### src/rtl/beat_packer_pkg.sv
// Shared widths and the packed word record passed from the packer accumulator
// to its output holding register.
package beat_packer_pkg;

    localparam int IN_W  = 4;
    localparam int BEATS = 5;
    localparam int OUT_W = IN_W * BEATS;
    localparam int CNT_W = $clog2(BEATS + 1);

    typedef struct packed {
        logic [OUT_W-1:0] data;
        logic [CNT_W-1:0] beats;
        logic             last;
    } word_t;

endpackage

### src/rtl/beat_packer_obuf.sv
// Single-entry output register: loads a completed word and holds it stable
// until the downstream consumer takes it.
module beat_packer_obuf
    import beat_packer_pkg::*;
(
    input  logic  i_clk,
    input  logic  i_rst,
    input  logic  load,
    input  word_t word_in,
    input  logic  i_ready,
    output logic  o_valid,
    output word_t word_out,
    output logic  free
);

    logic  valid_r;
    word_t word_r;

    // A load wins over a simultaneous drain, so back-to-back words leave no bubble.
    always_ff @(posedge i_clk or posedge i_rst) begin
        if (i_rst) begin
            valid_r <= 1'b0;
            word_r  <= '0;
        end else if (load) begin
            valid_r <= 1'b1;
            word_r  <= word_in;
        end else if (i_ready) begin
            valid_r <= 1'b0;
        end else begin
            valid_r <= valid_r;
        end
    end

    assign o_valid  = valid_r;
    assign word_out = word_r;
    assign free     = !valid_r || i_ready;

endmodule

### src/rtl/beat_packer.sv
// Packs narrow beats into wide words, first beat in the low slice; a last
// marker flushes a zero-padded partial word with its beat count.
module beat_packer
    import beat_packer_pkg::*;
#(
    parameter int IN_WIDTH = IN_W,
    parameter int RATIO    = BEATS
) (
    input  logic                          i_clk,
    input  logic                          i_rst,
    input  logic                          i_valid,
    output logic                          o_ready,
    input  logic [IN_WIDTH-1:0]           i_data,
    input  logic                          i_last,
    output logic                          o_valid,
    input  logic                          i_ready,
    output logic [IN_WIDTH*RATIO-1:0]     o_data,
    output logic [$clog2(RATIO+1)-1:0]    o_beats,
    output logic                          o_last
);

    localparam int OUT_WIDTH = IN_WIDTH * RATIO;
    localparam logic [CNT_W-1:0] LAST_IDX = CNT_W'(RATIO - 1);
    localparam logic [CNT_W-1:0] CNT_ONE  = CNT_W'(1);

    localparam logic [1:0] ST_EMPTY   = 2'd0;
    localparam logic [1:0] ST_FILLING = 2'd1;
    localparam logic [1:0] ST_HELD    = 2'd2;

    logic [OUT_WIDTH-1:0] acc_data_r, acc_data_n, merged_s;
    logic [CNT_W-1:0]     count_r, count_n;
    logic                 acc_last_r, acc_last_n;
    logic                 acc_full_r, acc_full_n;
    logic [1:0]           state_s;
    logic                 in_fire_s, complete_s, free_s, load_s;
    word_t                load_word_s, out_word_s;

    // Accumulator contents with the incoming beat dropped into its slice.
    always_comb begin
        merged_s = acc_data_r;
        merged_s[count_r*IN_WIDTH +: IN_WIDTH] = i_data;
    end

    // Control state is implied by the accumulator fill level and hold flag.
    always_comb begin
        if (acc_full_r) begin
            state_s = ST_HELD;
        end else if (count_r != {CNT_W{1'b0}}) begin
            state_s = ST_FILLING;
        end else begin
            state_s = ST_EMPTY;
        end
    end

    assign in_fire_s  = i_valid && !acc_full_r;
    assign complete_s = in_fire_s && ((count_r == LAST_IDX) || i_last);

    // Decide where a completed word goes and how the accumulator moves.
    always_comb begin
        acc_data_n  = acc_data_r;
        count_n     = count_r;
        acc_last_n  = acc_last_r;
        acc_full_n  = acc_full_r;
        load_s      = 1'b0;
        load_word_s = '0;
        case (state_s)
            ST_HELD: begin
                if (free_s) begin
                    load_s            = 1'b1;
                    load_word_s.data  = acc_data_r;
                    load_word_s.beats = count_r + CNT_ONE;
                    load_word_s.last  = acc_last_r;
                    acc_data_n        = {OUT_WIDTH{1'b0}};
                    count_n           = {CNT_W{1'b0}};
                    acc_last_n        = 1'b0;
                    acc_full_n        = 1'b0;
                end else begin
                    acc_full_n = 1'b1;
                end
            end
            ST_EMPTY, ST_FILLING: begin
                if (complete_s && free_s) begin
                    load_s            = 1'b1;
                    load_word_s.data  = merged_s;
                    load_word_s.beats = count_r + CNT_ONE;
                    load_word_s.last  = i_last;
                    acc_data_n        = {OUT_WIDTH{1'b0}};
                    count_n           = {CNT_W{1'b0}};
                    acc_last_n        = 1'b0;
                end else if (complete_s) begin
                    // Count is kept so the held word still knows its beat total.
                    acc_data_n = merged_s;
                    acc_last_n = i_last;
                    acc_full_n = 1'b1;
                end else if (in_fire_s) begin
                    acc_data_n = merged_s;
                    count_n    = count_r + CNT_ONE;
                end else begin
                    count_n = count_r;
                end
            end
            default: begin
                acc_data_n = {OUT_WIDTH{1'b0}};
                count_n    = {CNT_W{1'b0}};
                acc_last_n = 1'b0;
                acc_full_n = 1'b0;
            end
        endcase
    end

    // Accumulator registers.
    always_ff @(posedge i_clk or posedge i_rst) begin
        if (i_rst) begin
            acc_data_r <= {OUT_WIDTH{1'b0}};
            count_r    <= {CNT_W{1'b0}};
            acc_last_r <= 1'b0;
            acc_full_r <= 1'b0;
        end else begin
            acc_data_r <= acc_data_n;
            count_r    <= count_n;
            acc_last_r <= acc_last_n;
            acc_full_r <= acc_full_n;
        end
    end

    beat_packer_obuf u_obuf (
        .i_clk    (i_clk),
        .i_rst    (i_rst),
        .load     (load_s),
        .word_in  (load_word_s),
        .i_ready  (i_ready),
        .o_valid  (o_valid),
        .word_out (out_word_s),
        .free     (free_s)
    );

    assign o_ready = !acc_full_r;
    assign o_data  = out_word_s.data;
    assign o_beats = out_word_s.beats;
    assign o_last  = out_word_s.last;

endmodule

### config.mk
export PLATFORM = sky130hd
export DESIGN_NAME = beat_packer
export DESIGN_NICKNAME = d
export VERILOG_FILES = /design/src/rtl/beat_packer_pkg.sv /design/src/rtl/beat_packer_obuf.sv /design/src/rtl/beat_packer.sv
export SDC_FILE = /design/constraint.sdc
export NUM_CORES = 1
export LEC_CHECK = 0
export CAP_MARGIN = 10
export CORE_ASPECT_RATIO = 1.1
export CORE_UTILIZATION = 52
export CTS_BUF_LIST = sky130_fd_sc_hd__clkbuf_8
export DETAILED_ROUTE_END_ITERATION = 10
export PLACE_DENSITY = 0.79
export SKIP_LAST_GASP = 1
export SYNTH_ARGS = -nofsm -noshare
export SYNTH_HDL_FRONTEND = slang
export SYNTH_HIERARCHICAL = 1
export SYNTH_SLANG_ARGS = --single-unit
### constraint.sdc
create_clock -name i_clk -period 2.3 [get_ports i_clk]
set_input_delay 0.575 -clock i_clk [delete_from_list [all_inputs] [get_ports i_clk]]
set_output_delay 0.575 -clock i_clk [all_outputs]
set_load 0.03 [all_outputs]
Yosys cells after proc, flatten, opt, wreduce, memory -nomap -nowiden
Cells that the tools add are included.
Word-level totals
  register bits: 50
Cells by class
  reduce and logical (&&, ||, !) cells: 15
  shifts and indexed selects: 2
  muxes and demuxes: 29
  add/subtract/negate cells: 2
  equal/unequal tests: 10
Operators with widths (count)
  $mux W20: 4
  $mux W24: 2
  $pmux W24 S2: 1
  $pmux W20 S2: 1
  $neg A5 Y34: 1
  $shift A4 B34 Y20 const A: 1
  $shiftx A4 B34 Y20: 1
  $bwmux W20: 1
  $mux W3: 4
  $mux W1: 11
  $ne A3 B3 Y1 const B: 3
  $ne A2 B2 Y1 const B: 3
  $pmux W1 S2: 3
  $pmux W3 S2: 1
  $reduce_and A2 Y1: 3
  $ne A4 B4 Y1 const B: 1
  $add A3 B1 Y3 const B: 1
  $eq A3 B3 Y1 const B: 1
  $logic_and A1 B1 Y1: 3
  $reduce_and A3 Y1: 1
  $reduce_bool A3 Y1: 1
  $eq A2 B1 Y1 const B: 1
  $eq A2 B2 Y1 const B: 1
  $logic_not A1 Y1: 2
  5 further kinds: 6

Depth between registers and ports, before layout
Gate-level depths: netlist of the first run.
  depth after elaboration: 7
  depth in mapped cells: 12
  depth with buffers taken out: 8

By module
The synthesis of the first run kept the hierarchy.
By module, submodules not included
  beat_packer: times used 1, area an instance 1697.9 um2, sequential area each 625.6 um2, cells an instance 178
  beat_packer_obuf: times used 1, area an instance 1034.7 um2, sequential area each 625.6 um2, cells an instance 55

Worst setup path after synthesis of the first run
No wires, ideal clock.
  path kind: reg-to-reg
  start: register count_r[0]
  end: register u_obuf.word_r, in the netlist u_obuf/word_out[0]
  arrival time: 2.383 ns
  setup slack: -0.208 ns
  cell stages (with the launch flop): 13
  path through: dfrtp_1 > buf_6 > inv_1 > ha_1 > ha_1 > or2_1 > buf_2 > nand4_1 > buf_2 > nand2_1 > buf_6 > buf_12 > mux2_4
Between the ends
  longest elaborated chain between the ends: 6
  elaborated cells between the ends (all ways): 15
  classes of those cells: 3 x eq/ne; 6 x mux; 6 x reduce/logical
Ends and longest elaborated chain
  from (decl): line beat_packer.sv:31  | logic [CNT_W-1:0] count_r, count_n;
  from (signal assigned): line beat_packer.sv:115  | count_r <= {CNT_W{1'b0}};
  from (signal assigned): line beat_packer.sv:120  | count_r <= count_n;
  $reduce_bool A3 Y1 / $eq A3 B3 Y1 (equally long branches): line beat_packer.sv:48, beat_packer.sv:56
  $mux W1 / $logic_or A1 B1 Y1 (equally long branches): line beat_packer.sv:48, beat_packer.sv:56
  $mux W2 / $logic_and A1 B1 Y1 (equally long branches): line beat_packer.sv:46, beat_packer.sv:56
  $eq A2 B1 Y1 (tied with other cells): line beat_packer.sv:66  | case (state_s)
  $reduce_or A2 Y1 / $mux W1 (equally long branches): line beat_packer.sv:66, beat_packer.sv:82
  $pmux W1 S2 *: line beat_packer.sv:66
  via load_s: line beat_packer.sv:35  | logic in_fire_s, complete_s, free_s, load_s;
  to (signal assigned): line beat_packer_obuf.sv:26  | word_r <= word_in;
  to (decl): line beat_packer_obuf.sv:17  | word_t word_r;
Mark *: on every way through the listed nets, which the timed path passes. The rest lies on a longest branch.
A chain may end at the register's enable or synchronous reset.

==> run_results.csv, run 1 <==
group,metric,value,unit
power,seqPwrFrac,28.2,%
sta,setup_viol,0,
outcome,outcome,"finished, violations left",
cts,clockBufferDepth,2,
logic_synthesis,synth-seq-cells,50,
logic_synthesis,synth_flop_cell,"dfrtp_1",
place,dp_slack,-0.205,ns
cts,clk_pin_slew,0.09,ns
setup_path,cp.arrival,2.40,ns
global_route,grt_max_degree,26,
floorplan,fp.dieH,78.0,um
min_path,hp-start,"acc_data_r[9]$_DFFE_PP0P_",
cells_and_area,fin_nets,305,
cts,cts.root.buffer_cell,"clkbuf_8",
cts,cts-buffers-inserted,5,
sta,min_period_over_period,95.6,%
floorplan,die_w,71.1,um
route,firstDrtPassIters,9,
logic_synthesis,avgSynthCellArea,11.7,sq um
sta,slew_headroom,66.3,%
place,gp_congestion,0.889,
place,hpwl,4.31,mm
setup_path,slowest_delay,0.40,ns
cts,insertion_delay,0.32,ns
setup_path,worstPathCellList,"inv_4, ha_4, ha_1, o311ai_0, a41oi_1, nor2b_1, a32o_1, mux2_4",
cts,post_cts_buffers,0,
power,switching_share,42.2,%
logic_synthesis,synth_nets,250,
route,drt_iter0_markers,126,
logic_synthesis,ys_async_sr_fraction,100,%
floorplan,start_util,54.3,%
outcome,violations,"design-rule violations",
cts,clock_sinks,50,
cts,cts_tree,"built",
setup_path,cp-startpoint,"count_r[0]$_DFFE_PP0P_",
setup_path,endpoint_kind,"register",
route,wl_met1,2.72,mm
min_path,hold_path.class,"register to register",
global_route,grt_first_pass_wirelength,10.0,mm
floorplan,row_count,27,
sta,fin_skew,0.0101,ns
sta,tightest_slew,0.498,ns
cells_and_area,final_cells,347,
global_route,antenna_found_initial,0,
power,p_leak,1.56,nW
setup_path,rr_startpoint,"count_r[0]$_DFFE_PP0P_",
power,total_power,3.86,mW
sta,slew_violations,0,
sta,finalHoldViolCount,0,
logic_synthesis,synth_warnings,6,
global_route,grt_overflow,0,
floorplan,dieArea,0.00555,sq mm
power,p_comb_share,58.1,%
route,post_drt_wl_per_cell,17.3,um
route,postRouteAntennaNets,0,
cells_and_area,n_antenna_cell,0,
sta,worst_slack,0.102,ns
route,wl_met2,2.98,mm
logic_synthesis,synth_edf_count,0,
logic_synthesis,synth_cell_types,50,
logic_synthesis,syn_inst,233,
setup_path,crit_type,"register to register",
route,vias,2024,
power,ir_drop,0.947,mV
cells_and_area,fillers,390,
cells_and_area,areaGrowthSynthToFinish,25.5,%
route,via_per_inst,5.83,
global_route,grt_pass1_vias,2082,
logic_synthesis,synth_area,0.00273,sq mm
floorplan,core,0.00503,sq mm
power,powerDensity,1120,mW/mm^2
cts,cts-htree-levels,2,
route,routed_wl,6.00,mm
setup_path,worstPathRequired,2.50,ns
logic_synthesis,synth.area.top_cells,"dfrtp_1, mux2_4, a22o_1, ha_1, nand2_1",
global_route,grt_usage,23.4,%
floorplan,pin_count,35,
place,place_inst,339,
power,internal-power,2.23,mW
logic_synthesis,yosysTopAreaCellShare,45.8,%
sta,period_minus_slack,2.20,ns
power,p_switching,1.63,mW
flow_run,cap_viol_max_count,0,
setup_path,critPathMaxFanout,3,
route,met3WireLength,202,um
cells_and_area,drive_gt1_share,29.1,%
place,io_buffers,34,
route,drc,3,
logic_synthesis,yosys.area.top_type,"dfrtp_1",
route,highest_layer,"met4",
sta,clock.fmax,455,MHz
setup_path,cp_slowest_cell,"dfrtp_1",
logic_synthesis,yosysSeqAreaShare,45.8,%
power,clkPwrFrac,13.7,%
setup_path,cp-start-kind,"register",
[through the flow]
step | hold WS [ns] | TNS, ns | cell area [sq um] | utilization [%]
4_1_cts | 0.490 | 0 | 3400 | 67.5
2_1_floorplan | 0.450 | -0.372 | 2770 | -
3_3_place_gp | 0.459 | -1.51 | 3300 | 65.5
3_5_place_dp | 0.468 | -2.52 | 3300 | 65.5
5_1_grt | 0.519 | -0.0304 | 3430 | 68.2
6_report | 0.490 | 0 | 3430 | 68.2
[power by group through the flow]
stage	Clock, mW	Sequential [mW]	Combinational, mW
3_3_place_gp	0	1.10	2.04
6_report	0.529	1.09	2.24
4_1_cts	0.536	1.09	2.10
5_1_grt	0.568	1.10	2.41
2_1_floorplan	0	1.22	1.37
3_5_place_dp	0	1.10	2.08
[cells in the final DEF, fill, tap and decap left out, types with 2 or more instances in the layout]
cell             Yosys  routed
buf_4                0      25
clkinvlp_4           0       2
nand2_1             18      17
o21ai_2              5       6
o2bb2ai_1            6       6
mux2_2               6       6
nor3b_1              3       3
nand3_1              2       2
a22o_1              21      21
dfrtp_1             50      49
nand2b_1             3       2
buf_12               2       2
o22ai_1              5       5
o41ai_2              1       2
ha_4                 0       2
a21oi_1              5       5
clkbuf_8             0       5
ha_1                 8       5
nor3_1               2       2
clkdlybuf4s50_1      0      34
o21ai_0              8       5
o21ai_1              2       4
inv_1               10       9
and2b_1              3       3
nor2_2               2       2
mux2_4              19      19
o311a_1              2       2
nor2_1               8       8
nand4b_1             2       2
a32o_1               5       5
nand4_1              3       3
[routing by layer]
layer	track usage (%)	up-vias
met5	0	-
met4	9.00	0
met3	4.88	7
met2	38.4	43
met1	30.3	996
li1	-	978
[path summary, 6_finish.rpt]
kind                                                   end  slack (ns)  depth (start not counted)
max in group asynchronous           count_r[1]$_DFFE_PP0P_        1.37                          3
hold reg to reg                  acc_data_r[9]$_DFFE_PP0P_        0.49                          2
hold / removal                   acc_data_r[9]$_DFFE_PP0P_        0.49                          2
setup / recovery           u_obuf/word_out[11]$_DFFE_PP0P_        0.10                          8
min in group asynchronous   u_obuf/word_out[7]$_DFFE_PP0P_        0.65                          3
setup reg to reg           u_obuf/word_out[11]$_DFFE_PP0P_        0.10                          8
[cell families after synthesis]
group / after synthesis / synth area share (%)
AO/OA/AOI/OAI: 68 / 20.0
XOR/XNOR: 1 / 0.321
adder cells (fa/ha/maj): 8 / 3.66
buffers and inverters: 24 / 5.68
flip-flops: 50 / 45.8
multiplexers: 26 / 13.3
AND/OR/NAND/NOR: 56 / 11.3
[repair_timing]
item | CTS | global route
hold buffers | 0 | 0
endpoints found under the setup margin | 4 | 25
pin swaps | 0 | 0
resized for setup | 2 | 8
endpoints found under the hold margin | 0 | 0
[Yosys cell counts (5+ instances only)]
cell type / number
a21oi_1: 5
a22o_1: 21
a32o_1: 5
dfrtp_1: 50
ha_1: 8
inv_1: 10
mux2_2: 6
mux2_4: 19
nand2_1: 18
nor2_1: 8
o21ai_0: 8
o21ai_2: 5
o22ai_1: 5
o2bb2ai_1: 6
[registers in the layout (all words and copies together), names as in the netlist]
| signal | count |
|---|---|
| u_obuf/word_out | 24 |
| acc_last_r | 1 |
| acc_full_r | 1 |
| acc_data_r | 20 |
| count_r | 3 |
| u_obuf/o_valid | 1 |
[critical path, delay by kind of cell, from the launching register on]
| kind | cells | cell delay, ns |
|---|---|---|
| AOI/OAI and AO/OA | 3 | 0.77 |
| adders and majority gates | 2 | 0.49 |
| DFF | 1 | 0.40 |
| muxes | 1 | 0.26 |
| and+or+nand+nor | 1 | 0.12 |
| buffers and inverters | 1 | 0.06 |
[area by class of cell]
type / instances / area (sq um) / share of cell area, %
multi-input cells: 159 / 1390 / 40.6
flip-flops and latches: 50 / 1250 / 36.5
repair buffers: 62 / 579 / 16.9
well taps: 58 / 72.6 / 2.12
clock buffers: 5 / 68.8 / 2.01
inverters: 10 / 40.0 / 1.17
clock inverters: 3 / 23.8 / 0.693
Power figures use the tool's default switching activity.
==> inputs of run 2 (changes only) <==
Settings changed: CORE_UTILIZATION 52 to 50, PLACE_DENSITY 0.79 to 0.76.
==> run 2 against run 1 <==
  * The run now ends clean
  * Global-route usage is 1.1 points lower
  * Flip-flop and latch count unchanged
  * Final area hardly changed
  * Wire length decreased by 2.0%
  * Sequential share of layout area hardly changed
  * Setup slack is essentially flat
  * Critical path depth did not move
  * Clock power about the same
  * First-iteration DRC count fell by 12%
  * Non-clock buffer count up 3
  * Critical path type unchanged
  * Via count up 0.64%
  * Highest routed layer unchanged
  * Maximum frequency about the same
==> run_results.csv, run 2 (synthesis gave the netlist of run 1 again) <==
group,metric,value,unit
outcome,outcome,"completed",
global_route,grt_max_degree,26,
power,p_leak,1.55,nW
sta,rsz0062_at_grt,"true",
route,vias,2037,
cts,insertion_delay,0.31,ns
global_route,grt_pass1_vias,2066,
min_path,hold-path-endpoint,"acc_data_r[8]$_DFFE_PP0P_",
cts,clk_pin_slew,0.10,ns
route,drt_iter0_markers,111,
setup_path,crit_type,"register to register",
cells_and_area,layout_commonest_cell,"dfrtp_1",
setup_path,worstPathCellList,"inv_4, ha_4, ha_1, nor4b_2, a21boi_2, o21ai_1, a22o_1, mux2_4",
sta,period_minus_slack,2.20,ns
setup_path,cp.arrival,2.40,ns
setup_path,rr_endpoint,"u_obuf/word_out[20]$_DFFE_PP0P_",
cts,cts-buffers-inserted,5,
sta,finalHoldViolCount,0,
power,powerDensity,1100,mW/mm^2
min_path,holdPathStages,2,
sta,slew_headroom,61.4,%
global_route,grt_usage,22.2,%
sta,tightest_slew,0.572,ns
setup_path,rrSetupSlack,0.10,ns
setup_path,crit_family,"compound AO/OA/AOI/OAI gates",
min_path,hold_path.class,"register to register",
sta,min_period_over_period,95.6,%
setup_path,cp_slowest_cell,"dfrtp_1",
place,place_inst,355,
global_route,grt_overflow,0,
floorplan,die_w,72.5,um
route,post_drt_wl_per_cell,16.1,um
cells_and_area,n_antenna_cell,0,
sta,clock.fmax,455,MHz
power,ir_drop,0.703,mV
place,dp_slack,-0.0931,ns
setup_path,cp-startpoint,"count_r[0]$_DFFE_PP0P_",
floorplan,fp.dieH,79.5,um
floorplan,dieArea,0.00577,sq mm
cts,clockBufferDepth,2,
floorplan,start_util,53.2,%
cells_and_area,fin_nets,308,
cts,clock_sinks,50,
route,via_per_inst,5.60,
route,drc,0,
cts,cts_tree,"built",
cells_and_area,fillers,393,
setup_path,rr_startpoint,"count_r[0]$_DFFE_PP0P_",
sta,fin_skew,0.00800,ns
sta,worst_slack,0.102,ns
floorplan,pin_count,35,
flow_run,cap_viol_max_count,0,
setup_path,worst-path-buf-inv,1,
cells_and_area,largest_register_ffs,24,
cells_and_area,final_cells,364,
cells_and_area,areaGrowthSynthToFinish,25.5,%
route,routed_wl,5.88,mm
route,firstDrtPassIters,4,
place,hpwl,4.33,mm
setup_path,slowest_delay,0.40,ns
floorplan,core,0.00513,sq mm
setup_path,ff2ff_path_depth,8,
place,gp_congestion,0.888,
cts,cts.root.buffer_cell,"clkbuf_8",
floorplan,row_count,27,
place,io_buffers,34,
cts,cts-htree-levels,2,
global_route,grt_first_pass_wirelength,9.83,mm
setup_path,endpoint_kind,"register",
route,postRouteAntennaNets,0,
cells_and_area,drive_gt1_share,28.8,%
cells_and_area,final_cell_mix,"dfrtp_1, clkdlybuf4s50_1, buf_4, a22o_1, mux2_4",
setup_path,critPathMaxFanout,4,
min_path,hp-start,"acc_data_r[8]$_DFFE_PP0P_",
global_route,antenna_found_initial,0,
setup_path,cp-start-kind,"register",
setup_path,worstPathRequired,2.51,ns
cells_and_area,finish.utilization,66.8,%
sta,setup_viol,0,
sta,slew_violations,0,
run 2: routing by layer:
metal	vias to the layer above	track usage, %	part of all wire (%)
li1	979	-	-
met1	1004	28.0	45
met2	40	37.2	49
met3	14	4.55	2.9
met4	0	8.82	2.3
met5	-	0	0
run 2: what timing repair did:
action | CTS | global route
setup buffers | 0 | 1
resized for setup | 1 | 4
cloned | 0 | 0
pin swaps | 0 | 1
hold buffers | 0 | 0
setup endpoints to repair | 4 | 18
run 2: worst reg2reg max path: stages, from the launching register on:
cell and delay, ns:
dfrtp_1 0.40, inv_4 0.06, ha_4 0.17, ha_1 0.30, nor4b_2 0.27, a21boi_2 0.26
o21ai_1 0.15, a22o_1 0.22, mux2_4 0.25
run 2: worst max path at each step:
| stage | depth (start not counted) | slack [ns] | endpoint |
|---|---|---|---|
| after detailed placement | 8 | -0.09 | u_obuf/word_out[20]$_DFFE_PP0P_ |
| after global routing | 9 | -0.003 | u_obuf/word_out[4]$_DFFE_PP0P_ |
| after global placement | 7 | -0.1 | u_obuf/word_out[18]$_DFFE_PP0P_ |
| final | 8 | 0.10 | u_obuf/word_out[20]$_DFFE_PP0P_ |
| after CTS | 8 | 0.01 | u_obuf/word_out[20]$_DFFE_PP0P_ |
| after floorplan | 12 | -0.02 | u_obuf/word_out[0]$_DFFE_PP0P_ |
run 2: power breakdown:
| part | switching [mW] | internal (mW) | total [mW] |
|---|---|---|---|
| Sequential | 0.0772 | 1.00 | 1.08 |
| Combinational | 1.19 | 0.964 | 2.15 |
| Clock | 0.310 | 0.220 | 0.530 |
run 2: cell type report:
type / instances / area [sq um] / share of cell area (%)
multi-input combinational: 159 / 1370 / 39.9
tap: 72 / 90.1 / 2.63
clock buffer: 5 / 68.8 / 2.01
inverter: 10 / 40.0 / 1.17
sequential: 50 / 1250 / 36.5
timing repair buffer: 65 / 586 / 17.1
clock inverter: 3 / 25.0 / 0.730
run 2: through the flow:
| step | setup TNS (ns) | hold WS (ns) | total power, mW | area (sq um) |
|---|---|---|---|---|
| after global routing | -0.00252 | 0.513 | 4.00 | 3430 |
| final | 0 | 0.491 | 3.76 | 3430 |
| after floorplan | -0.372 | 0.450 | 2.59 | 2770 |
| after detailed placement | -1.56 | 0.473 | 3.20 | 3320 |
| after CTS | 0 | 0.496 | 3.76 | 3420 |
| after global placement | -0.991 | 0.460 | 3.15 | 3320 |
